==> config.mk <==
export PLATFORM = sky130hd
export DESIGN_NAME = rst_sequencer_flat
export DESIGN_NICKNAME = d
export VERILOG_FILES = /design/src/rtl/rst_sequencer_pkg.sv /design/src/rtl/rst_sequencer_if.sv /design/src/rtl/rst_sequencer_bit_sync.sv /design/src/rtl/rst_sequencer.sv /design/src/flat_wrapper.sv
export SDC_FILE = /design/constraint.sdc
export NUM_CORES = 1
export LEC_CHECK = 0
export BUFFER_PORTS_ARGS = -buffer_cell sky130_fd_sc_hd__buf_2
export CELL_PAD_IN_SITES_DETAIL_PLACEMENT = 0
export CELL_PAD_IN_SITES_GLOBAL_PLACEMENT = 1
export CORE_MARGIN = 8
export CORE_UTILIZATION = 49
export CTS_CLUSTER_SIZE = 8
export DETAILED_ROUTE_END_ITERATION = 8
export HOLD_SLACK_MARGIN = 0.12
export PLACE_DENSITY = 0.85
export SLEW_MARGIN = 20
export SYNTH_ARGS = -nofsm -noshare
export SYNTH_HDL_FRONTEND = slang
export SYNTH_SLANG_ARGS = --single-unit
==> constraint.sdc <==
create_clock -name clk -period 5.15 [get_ports clk]
set_clock_uncertainty 0.2 [all_clocks]
set_input_delay 0.515 -clock clk [delete_from_list [all_inputs] [get_ports clk]]
set_output_delay 0.515 -clock clk [all_outputs]
set_load 0.01 [all_outputs]
==> src/rtl/rst_sequencer_pkg.sv <==
// Shared types and sizing helpers for the board-level reset sequencer.
package rst_seq_pkg;

    typedef enum logic [1:0] {
        S_HOLD,
        S_WAIT_LOCK,
        S_RELEASE,
        S_RUN
    } rst_state_t;

    localparam int RETRY_W = 8;

    // Width able to hold the largest terminal count of any timed phase.
    function automatic int cnt_width(input int hold_cycles,
                                     input int lock_timeout,
                                     input int stage_gap,
                                     input int lock_stable);
        int m;
        m = hold_cycles;
        if (lock_timeout > m) m = lock_timeout;
        if (stage_gap > m)    m = stage_gap;
        if (lock_stable > m)  m = lock_stable;
        return $clog2(m + 1);
    endfunction

endpackage

==> src/rtl/rst_sequencer_if.sv <==
// Lock/request inputs and staged reset outputs of the reset sequencer.
interface rst_sequencer_if
    import rst_seq_pkg::*;
#(
    parameter int NUM_STAGES = 3
);

    logic                  mmcm_locked;
    logic                  sw_rst_req;
    logic                  pll_rst;
    logic [NUM_STAGES-1:0] rst_stage_n;
    logic                  seq_done;
    logic                  lock_err;
    logic [RETRY_W-1:0]    retry_cnt;

    // The sequencer side drives the resets and status.
    modport master (
        input  mmcm_locked,
        input  sw_rst_req,
        output pll_rst,
        output rst_stage_n,
        output seq_done,
        output lock_err,
        output retry_cnt
    );

    modport slave (
        output mmcm_locked,
        output sw_rst_req,
        input  pll_rst,
        input  rst_stage_n,
        input  seq_done,
        input  lock_err,
        input  retry_cnt
    );

endinterface

==> src/rtl/rst_sequencer_bit_sync.sv <==
// Two-flop synchronizer for a single asynchronous level, cleared by asyncrst.
module bit_sync (
    input  logic clk,
    input  logic asyncrst,
    input  logic d,
    output logic q
);

    logic sync_p0;
    logic sync_p1;

    always_ff @(posedge clk or posedge asyncrst) begin
        if (asyncrst) begin
            sync_p0 <= 1'b0;
            sync_p1 <= 1'b0;
        end else begin
            sync_p0 <= d;
            sync_p1 <= sync_p0;
        end
    end

    assign q = sync_p1;

endmodule

==> src/rtl/rst_sequencer.sv <==
// Board reset sequencer: MMCM hold/lock wait, then staged release of active-low resets.
// Optional LOCK_DEBOUNCE_EN requires LOCK_STABLE consecutive locked cycles before release.
module rst_sequencer
    import rst_seq_pkg::*;
#(
    parameter int HOLD_CYCLES  = 8,
    parameter int LOCK_TIMEOUT = 1024,
    parameter int NUM_STAGES   = 3,
    parameter int STAGE_GAP    = 16,
    parameter int LOCK_STABLE  = 16
) (
    input logic             clk,
    input logic             asyncrst,
    rst_sequencer_if.master bus
);

    localparam int CNT_W = cnt_width(HOLD_CYCLES, LOCK_TIMEOUT, STAGE_GAP, LOCK_STABLE);
    localparam int IDX_W = (NUM_STAGES > 1) ? $clog2(NUM_STAGES) : 1;

    localparam logic [CNT_W-1:0] HOLD_LAST    = CNT_W'(HOLD_CYCLES - 1);
    localparam logic [CNT_W-1:0] TIMEOUT_LAST = CNT_W'(LOCK_TIMEOUT - 1);
    localparam logic [CNT_W-1:0] GAP_LAST     = CNT_W'(STAGE_GAP - 1);
    localparam logic [IDX_W-1:0] IDX_LAST     = IDX_W'(NUM_STAGES - 1);

    rst_state_t            state, state_nxt;
    logic [CNT_W-1:0]      cnt, cnt_nxt;
    logic [IDX_W-1:0]      idx, idx_nxt;
    logic [NUM_STAGES-1:0] stage_n, stage_n_nxt;
    logic                  pll_rst_q;
    logic                  seq_done_q;
    logic                  lock_err_q;
    logic [RETRY_W-1:0]    retry_q;
    logic                  timeout;
    logic                  lock_s;
    logic                  lock_ok;

    bit_sync u_lock_sync (
        .clk      (clk),
        .asyncrst (asyncrst),
        .d        (bus.mmcm_locked),
        .q        (lock_s)
    );

`ifdef LOCK_DEBOUNCE_EN
    logic [CNT_W-1:0] stab_cnt;

    // Counts consecutive locked cycles only while waiting; any gap starts over.
    always_ff @(posedge clk or posedge asyncrst) begin
        if (asyncrst) begin
            stab_cnt <= '0;
        end else if (state == S_WAIT_LOCK && lock_s && !bus.sw_rst_req) begin
            stab_cnt <= stab_cnt + CNT_W'(1);
        end else begin
            stab_cnt <= '0;
        end
    end

    assign lock_ok = lock_s && (stab_cnt == CNT_W'(LOCK_STABLE - 1));
`else
    assign lock_ok = lock_s;
`endif

    always_comb begin
        state_nxt   = state;
        cnt_nxt     = cnt + CNT_W'(1);
        idx_nxt     = idx;
        stage_n_nxt = stage_n;
        timeout     = 1'b0;
        case (state)
            S_HOLD: begin
                if (cnt == HOLD_LAST) begin
                    state_nxt = S_WAIT_LOCK;
                    cnt_nxt   = '0;
                end
            end
            S_WAIT_LOCK: begin
                if (lock_ok) begin
                    state_nxt = S_RELEASE;
                    cnt_nxt   = '0;
                    idx_nxt   = '0;
                end else if (cnt == TIMEOUT_LAST) begin
                    state_nxt = S_HOLD;
                    cnt_nxt   = '0;
                    timeout   = 1'b1;
                end
            end
            S_RELEASE: begin
                if (!lock_s) begin
                    state_nxt = S_HOLD;
                    cnt_nxt   = '0;
                end else if (cnt == GAP_LAST) begin
                    cnt_nxt     = '0;
                    stage_n_nxt = stage_n | (NUM_STAGES'(1) << idx);
                    if (idx == IDX_LAST) begin
                        state_nxt = S_RUN;
                    end else begin
                        idx_nxt = idx + IDX_W'(1);
                    end
                end
            end
            S_RUN: begin
                cnt_nxt = cnt;
                if (!lock_s) begin
                    state_nxt = S_HOLD;
                    cnt_nxt   = '0;
                end
            end
            default: begin
                state_nxt = S_HOLD;
                cnt_nxt   = '0;
            end
        endcase
        // A software request overrides any lock event or timeout in the same cycle.
        if (bus.sw_rst_req) begin
            state_nxt = S_HOLD;
            cnt_nxt   = '0;
            timeout   = 1'b0;
        end
        if (state_nxt == S_HOLD) begin
            stage_n_nxt = '0;
        end
    end

    // Outputs are decoded from the next state so they move on the same edge as the state.
    always_ff @(posedge clk or posedge asyncrst) begin
        if (asyncrst) begin
            state      <= S_HOLD;
            cnt        <= '0;
            idx        <= '0;
            stage_n    <= '0;
            pll_rst_q  <= 1'b1;
            seq_done_q <= 1'b0;
            lock_err_q <= 1'b0;
            retry_q    <= '0;
        end else begin
            state      <= state_nxt;
            cnt        <= cnt_nxt;
            idx        <= idx_nxt;
            stage_n    <= stage_n_nxt;
            pll_rst_q  <= (state_nxt == S_HOLD);
            seq_done_q <= (state_nxt == S_RUN);
            if (timeout) begin
                lock_err_q <= 1'b1;
                if (retry_q != '1) begin
                    retry_q <= retry_q + RETRY_W'(1);
                end
            end
        end
    end

    assign bus.pll_rst     = pll_rst_q;
    assign bus.rst_stage_n = stage_n;
    assign bus.seq_done    = seq_done_q;
    assign bus.lock_err    = lock_err_q;
    assign bus.retry_cnt   = retry_q;

endmodule

==> src/flat_wrapper.sv <==
// flat-port wrapper written by rule: the top's interface ports become plain ports
module rst_sequencer_flat import rst_seq_pkg::*;
#(
    parameter int HOLD_CYCLES  = 8,
    parameter int LOCK_TIMEOUT = 1024,
    parameter int NUM_STAGES   = 3,
    parameter int STAGE_GAP    = 16,
    parameter int LOCK_STABLE  = 16
)
  (clk, asyncrst, bus_mmcm_locked, bus_sw_rst_req, bus_pll_rst, bus_rst_stage_n, bus_seq_done, bus_lock_err, bus_retry_cnt);
  rst_sequencer_if #(.NUM_STAGES(NUM_STAGES)) bus_i ();
  input logic clk;
  input logic asyncrst;
  input wire logic [$bits(bus_i.mmcm_locked)-1:0] bus_mmcm_locked;
  input wire logic [$bits(bus_i.sw_rst_req)-1:0] bus_sw_rst_req;
  output wire logic [$bits(bus_i.pll_rst)-1:0] bus_pll_rst;
  output wire logic [$bits(bus_i.rst_stage_n)-1:0] bus_rst_stage_n;
  output wire logic [$bits(bus_i.seq_done)-1:0] bus_seq_done;
  output wire logic [$bits(bus_i.lock_err)-1:0] bus_lock_err;
  output wire logic [$bits(bus_i.retry_cnt)-1:0] bus_retry_cnt;
  assign bus_i.mmcm_locked = bus_mmcm_locked;
  assign bus_i.sw_rst_req = bus_sw_rst_req;
  assign bus_pll_rst = bus_i.pll_rst;
  assign bus_rst_stage_n = bus_i.rst_stage_n;
  assign bus_seq_done = bus_i.seq_done;
  assign bus_lock_err = bus_i.lock_err;
  assign bus_retry_cnt = bus_i.retry_cnt;
  rst_sequencer #(.HOLD_CYCLES(HOLD_CYCLES), .LOCK_TIMEOUT(LOCK_TIMEOUT), .NUM_STAGES(NUM_STAGES), .STAGE_GAP(STAGE_GAP), .LOCK_STABLE(LOCK_STABLE)) u_core (.clk(clk), .asyncrst(asyncrst), .bus(bus_i));
endmodule
==> out/metrics.csv, run 1 <==
metric,value,unit
asr flop ratio synth,100,%
standard-cell rows,21,
port buffer count,17,
RSZ-0062 raised after global routing,false,
Yosys warnings,0,
Sequential Area,777,um2
Initial DRT Pass Iterations,4,
fmax,419,MHz
crit-path max cell delay,0.66,ns
DRT iter0 DRCs,105,
Leakage,0.866,nW
Arrival @ worst endpoint,2.41,ns
"Setup Fix Bufs, Post-CTS",0,
final hold violations,0,
Antenna diodes,0,
DR vias,1404,
num ports,18,
die area,5720,um2
die extent in x,75.6,um
Worst setup SP type,flop,
Rel. slew slack,38.5,%
clock latency on the worst-skew pair,0.33,ns
via/cell ratio,5.83,
largest net degree at the start of global routing,32,
Final ANT Viol Nets,0,
vias in the first global route,1379,
post-synthesis xor/xnor area fraction,3.52,%
worst r2r src,u_core.cnt[0]$_DFFE_PP0P_,
Post-Place Cells,231,
layout net count,203,
Synth Area in Simple Gates,26.9,%
sequential cell area fraction in the yosys report,44.6,%
end-of-flow core utilization,56.6,%
adder-cell share of the synthesized area,3.59,%
mux cell area share after synthesis,1.29,%
dominant synthesized flop cell,dfrtp_1,
Core Area,3390,um2
Setup CP Type,reg2reg,
Hold Path Class,reg2reg,
post-cts resize count,0,
grt total ovfl,0,
most frequent cells in the layout,"dfrtp_1 (30), nand2_1 (19), buf_2 (17), nor3_1 (10), inv_1 (8)",
Total Power,448,uW
hpwl dp,2730,um
initial antenna violation count,0,
crit end category,flop,
required time of the critical path,5.17,ns
Fillers,298,
Worst-Margin Slew,0.921,ns
Yosys cell types,51,
share of layout cells above drive strength 1,17.4,%
Yosys reg bits,31,
Peak VDD IR,0.000155,V
Layout area overhead,10.1,%
Remaining DRCs,0,
"Cell Count, Final, Fillers Out",241,
status,"finished, final reports clean",
Reg2Reg Setup Slack,2.76,ns
slowest CP cell,or4_4,
Syn Area/Cell,9.90,um2
TritonCTS clock tree,done,
fin area,1920,um2
cell count after synthesis,176,
total routed wirelength,3750,um
"Reg clk slew, reported paths",0.10,ns
first-pass GRT wire length,6510,um
Netlist Area Pre-Place,1740,um2
Die H,75.6,um
initial cell density of the core,51.4,%
Global Route Usage Sum,15.2,%
Pins Over Slew Limit,0,
Cell Pwr Density,234,nW/um2
hold path depth,0,
r2r endpoint,u_core.bus.retry_cnt[1]$_DFFE_PP0P_,
CP Max Fanout,9,
CTS Buffer Depth,2,
Setup TNS,0,ns
htree depth,2,
Synth Area in Compound Gates,15.8,%
GPL Wtd Cong,0.869,
HP Start,u_core.u_lock_sync.sync_p0$_DFF_PP0_,
Final Critical Period,2.39,ns
Num CTS Buffers,5,
max_cap viols,0,
WL/cell,15.5,um
number of synthesized flops with an enable pin,0,
period utilization,46.3,%
clock sink total,31,
CTS root buffer,clkbuf_4,
Hold EP,u_core.u_lock_sync.q$_DFF_PP0_,
"most common cell after layout, fill and taps aside",dfrtp_1,
Placed Instance Area,1850,um2
combinational family with the most area after synthesis,simple AND/OR/NAND/NOR gates,
Multi-input gate area,890,um2
crit-path cells,ha_1 > nand3_2 > or4_4 > nor2_1 > mux2_2,
Final setup viols,0,
R2R cell count,5,
syn nets,185,
cells by family after synthesis:
family          after synthesis
fa+ha+maj                     5
xor+xnor                      7
simple gates                 75
buf+inv                      17
compound gates               39
mux                           2
flops                        31
cell usage after synthesis (3+ instances only):
cell type  number  area share (%)
and4_1          3             1.5
a211oi_1        3             1.3
o2111ai_1       3             1.5
nor3_1         10             2.9
nand2_1        19             4.1
a41oi_1         3             1.5
clkbuf_1        5             1.1
dfrtp_1        30              43
inv_1           8             1.7
a21oi_1         5             1.4
a31oi_1         5             1.8
nand4_1         5             1.8
xor2_1          6             3.0
o21a_1          4             1.7
o211ai_1        5             2.2
nor2_1          7             1.5
nand2b_1        3             1.1
nand3_1         7             2.0
o21ai_0         5             1.4
ha_1            5             3.6
report_power, final:
group	leakage (nW)	internal (mW)	switching (mW)
clock	0.0293	0.0531	0.0783
combinational	0.416	0.0173	0.0236
sequential	0.422	0.254	0.0218
total	0.866	0.325	0.124
repair_timing:
item / 4_1_cts / 5_1_grt
hold endpoints to repair: 31 / 0
setup endpoints to repair: 0 / 0
hold buffers: 2 / 0
sequential cells by signal, summed over array words and instances (netlist names):
register                    count
u_core.u_lock_sync.q            1
u_core.cnt                     11
u_core.idx                      2
u_core.bus.rst_stage_n          3
u_core.bus.pll_rst              1
u_core.bus.lock_err             1
u_core.u_lock_sync.sync_p0      1
u_core.bus.seq_done             1
u_core.state                    2
u_core.bus.retry_cnt            8
metal layers:
| layer | GRT usage (%) | part of all wire [%] | vias to the layer above |
|---|---|---|---|
| li1 | - | - | 697 |
| met1 | 18.8 | 46 | 667 |
| met2 | 24.4 | 47 | 33 |
| met3 | 4.34 | 6.0 | 7 |
| met4 | 5.97 | 1.6 | 0 |
| met5 | 0 | 0 | - |
stage by stage:
stage          setup slack, ns  hold WS (ns)
2_1_floorplan             2.90         0.131
5_1_grt                   2.59         0.180
3_5_place_dp              2.78         0.143
4_1_cts                   2.77         0.175
6_report                  2.76         0.165
3_3_place_gp              2.83         0.144
layout make-up:
| type | instances | area share (%) |
|---|---|---|
| Clock buffer | 7 | 2.35 |
| Clock inverter | 1 | 0.261 |
| Inverter | 8 | 1.57 |
| Multi-Input combinational cell | 128 | 46.4 |
| Sequential cell | 31 | 40.5 |
| Tap cell | 46 | 3.00 |
| Timing Repair Buffer | 20 | 5.87 |
worst max-delay path, delay by kind of cell (launching register included):
family	cells	cell delay, ns
flops	1	0.42
mux	1	0.35
fa+ha+maj	1	0.27
simple gates	3	1.04
worst max path at each step:
stage / from / endpoint
4_1_cts: u_core.cnt[0]$_DFFE_PP0P_ / u_core.bus.retry_cnt[1]$_DFFE_PP0P_
2_1_floorplan: u_core.cnt[0]$_DFFE_PP0P_ / u_core.bus.retry_cnt[1]$_DFFE_PP0P_
3_5_place_dp: u_core.cnt[0]$_DFFE_PP0P_ / u_core.bus.retry_cnt[1]$_DFFE_PP0P_
5_1_grt: u_core.state[1]$_DFF_PP0_ / u_core.cnt[1]$_DFFE_PP0P_
3_3_place_gp: u_core.state[0]$_DFF_PP0_ / u_core.bus.retry_cnt[1]$_DFFE_PP0P_
6_report: u_core.cnt[0]$_DFFE_PP0P_ / u_core.bus.retry_cnt[1]$_DFFE_PP0P_
(Power assumes the default switching activity.)
==> run 2: changes to the inputs <==
Settings changed: ABC_AREA set to 1, CORE_UTILIZATION 49 to 43, PLACE_DENSITY 0.85 to 0.79.
Clock period 5.15 ns to 2.46 ns, I/O delays scaled along.
==> run 2 against run 1 <==
Synthesized cell count is 22% higher. Clock power rose to 3.1 times the previous value. Wire length decreased by 4.8%. Largest power group unchanged. Critical path type unchanged. Non-clock buffer count increased by 3. Register-to-register slack lost 2.2 ns. Count of clock-buffer cells in the layout stayed put. Combinational power hardly changed. Die area rose by 10%. Cell count grew 22%.
==> out/metrics.csv, run 2 <==
metric,value,unit
crit end category,flop,
hpwl dp,2770,um
Antenna diodes,0,
Die H,79.3,um
most frequent cells in the layout,"nand2_1 (55), inv_1 (33), dfrtp_1 (30), nand3_1 (21), buf_2 (17)",
Worst-Margin Slew,0.808,ns
Setup TNS,0,ns
largest area contributor in the synthesized netlist,dfrtp_1,
"most common cell after layout, fill and taps aside",nand2_1,
die extent in x,79.3,um
Layout area overhead,16.7,%
clock latency on the worst-skew pair,0.28,ns
Yosys cell types,23,
total routed wirelength,3570,um
Critical Path Sink,u_core.bus.rst_stage_n[0]$_DFFE_PP0P_,
num ports,18,
Remaining DRCs,0,
Final ANT Viol Nets,0,
share of layout cells above drive strength 1,15.1,%
Peak VDD IR,0.000363,V
R2R cell count,7,
Crit path top cell by count,nand2_1,
Initial DRT Pass Iterations,4,
die area,6290,um2
RSZ-0062 raised after global routing,false,
Final setup viols,0,
port buffer count,17,
Int Pwr,757,uW
first-pass GRT wire length,6440,um
Pins Over Slew Limit,0,
Clk network pwr share,41.9,%
Yosys warnings,0,
post-synthesis xor/xnor area fraction,4.58,%
DR vias,1452,
DRT iter0 DRCs,69,
Cell Pwr Density,483,nW/um2
crit-path cells,nor2_1 > inv_1 > nor3_1 > nand2_1 > nand4_1 > nand2_1 > a21oi_1,
worst r2r src,u_core.state[1]$_DFF_PP0_,
fmax,520,MHz
largest net degree at the start of global routing,22,
layout net count,253,
Switching Share,22.0,%
cell count after synthesis,215,
GPL Wtd Cong,0.836,
HP Start,u_core.u_lock_sync.sync_p0$_DFF_PP0_,
Setup CP Type,reg2reg,
max_cap viols,0,
Rel. slew slack,46.0,%
Synth Area in Compound Gates,7.12,%
most common cell in the netlist,nand2_1,
period utilization,78.1,%
sequential cell area fraction in the yosys report,45.1,%
Synth top area share,43.6,%
CP startpoint,u_core.state[1]$_DFF_PP0_,
post-cts resize count,0,
Arrival @ worst endpoint,1.93,ns
CP Max Fanout,4,
standard-cell rows,23,
Leakage,1.06,nW
sw power,214,uW
TritonCTS clock tree,done,
sequential share of power,53.9,%
slowest CP cell,dfrtp_1,
"top cells by area, synth","dfrtp_1 (44%), nand2_1 (12%), inv_1 (7.2%)",
asr flop ratio synth,100,%
Synth Area in Simple Gates,32.2,%
Worst setup SP type,flop,
Hold Path Class,reg2reg,
clock sink total,31,
r2r endpoint,u_core.bus.rst_stage_n[0]$_DFFE_PP0P_,
status,"finished, final reports clean",
adder-cell share of the synthesized area,3.63,%
Commonest cells post-synth,"nand2_1 (55), inv_1 (33), dfrtp_1 (30)",
mux cell area share after synthesis,0,%
initial antenna violation count,0,
Core Area,3940,um2
WL/cell,12.1,um
Global Route Usage Sum,12.7,%
Final Critical Period,1.92,ns
max reg flops,11,
crit-path max cell delay,0.40,ns
"Reg clk slew, reported paths",0.06,ns
hold_ws,0.149,ns
Comb power frac,4.2,%
combinational family with the most area after synthesis,simple AND/OR/NAND/NOR gates,
initial cell density of the core,43.7,%
Netlist Area Pre-Place,1720,um2
required time of the critical path,2.47,ns
vias in the first global route,1468,
via/cell ratio,4.92,
number of synthesized flops with an enable pin,0,
grt total ovfl,0,
htree depth,2,
Reg2Reg Setup Slack,0.54,ns
Yosys reg bits,31,
CTS root buffer,clkbuf_8,
Syn Area/Cell,8.01,um2
Num CTS Buffers,5,
"Setup Fix Bufs, Post-CTS",0,
dominant synthesized flop cell,dfrtp_1,
final hold violations,0,
Reg with most FFs,u_core.cnt,
syn nets,224,
CTS Buffer Depth,2,
[run 2: cell families after synthesis]
kind of cell | after synthesis
xor+xnor | 9
buf+inv | 34
compound gates | 23
fa+ha+maj | 5
simple gates | 113
flops | 31
[run 2: per-layer routing]
layer / vias to the layer above / track usage [%] / part of all wire (%) / wire length [um]
li1: 749 / - / - / -
met1: 673 / 15.7 / 49 / 1740
met2: 25 / 20.5 / 46 / 1630
met3: 5 / 4.40 / 4.7 / 167
met4: 0 / 3.89 / 0.81 / 29
met5: - / 0 / 0 / 0
[run 2: area by class of cell]
| type | instances | area (um2) |
|---|---|---|
| flip-flops and latches | 31 | 777 |
| fillers | 369 | 1930 |
| inverters | 33 | 124 |
| repair buffers | 23 | 138 |
| well taps | 50 | 62.6 |
| clock inverters | 1 | 5.00 |
| clock buffers | 7 | 86.3 |
| multi-input cells | 150 | 818 |
[run 2: worst min-delay path by stage]
stage,endpoint,cells after the start
after floorplan,u_core.u_lock_sync.sync_p0$_DFF_PP0_,0
after global placement,u_core.u_lock_sync.q$_DFF_PP0_,0
after detailed placement,u_core.u_lock_sync.q$_DFF_PP0_,0
after CTS,u_core.u_lock_sync.q$_DFF_PP0_,0
after global routing,u_core.u_lock_sync.q$_DFF_PP0_,0
final,u_core.u_lock_sync.q$_DFF_PP0_,0
[run 2: power by group through the flow]
stage	Clock, mW	Combinational (mW)	Sequential (mW)
global placement	0	0.0375	0.533
finish	0.407	0.0406	0.524
detailed placement	0	0.0382	0.533
CTS	0.419	0.0421	0.524
floorplan	0	0.0219	0.532
global route	0.444	0.0474	0.524
[run 2: worst max-delay path, delay by kind of cell, from the launching register on]
family,cells,cell delay (ns)
buf+inv,1,0.16
flops,1,0.40
simple gates,5,0.94
compound gates,1,0.14
[run 2: what timing repair did]
item                                    4_1_cts  5_1_grt
hold buffers                                  3        0
endpoints found under the setup margin        0        0
hold endpoints to repair                     20        0
[run 2: stage by stage]
| stage | instance area (um2) | instances | util (%) | total power, mW | setup WS [ns] |
|---|---|---|---|---|---|
| after floorplan | 1720 | 215 | - | 0.554 | 0.725 |
| final | 2010 | 295 | 51.0 | 0.971 | 0.538 |
| after CTS | 2010 | 295 | 51.0 | 0.985 | 0.533 |
| after global placement | 1890 | 284 | 47.9 | 0.570 | 0.541 |
| after detailed placement | 1890 | 284 | 47.9 | 0.571 | 0.549 |
| after global routing | 2010 | 295 | 51.0 | 1.02 | 0.388 |
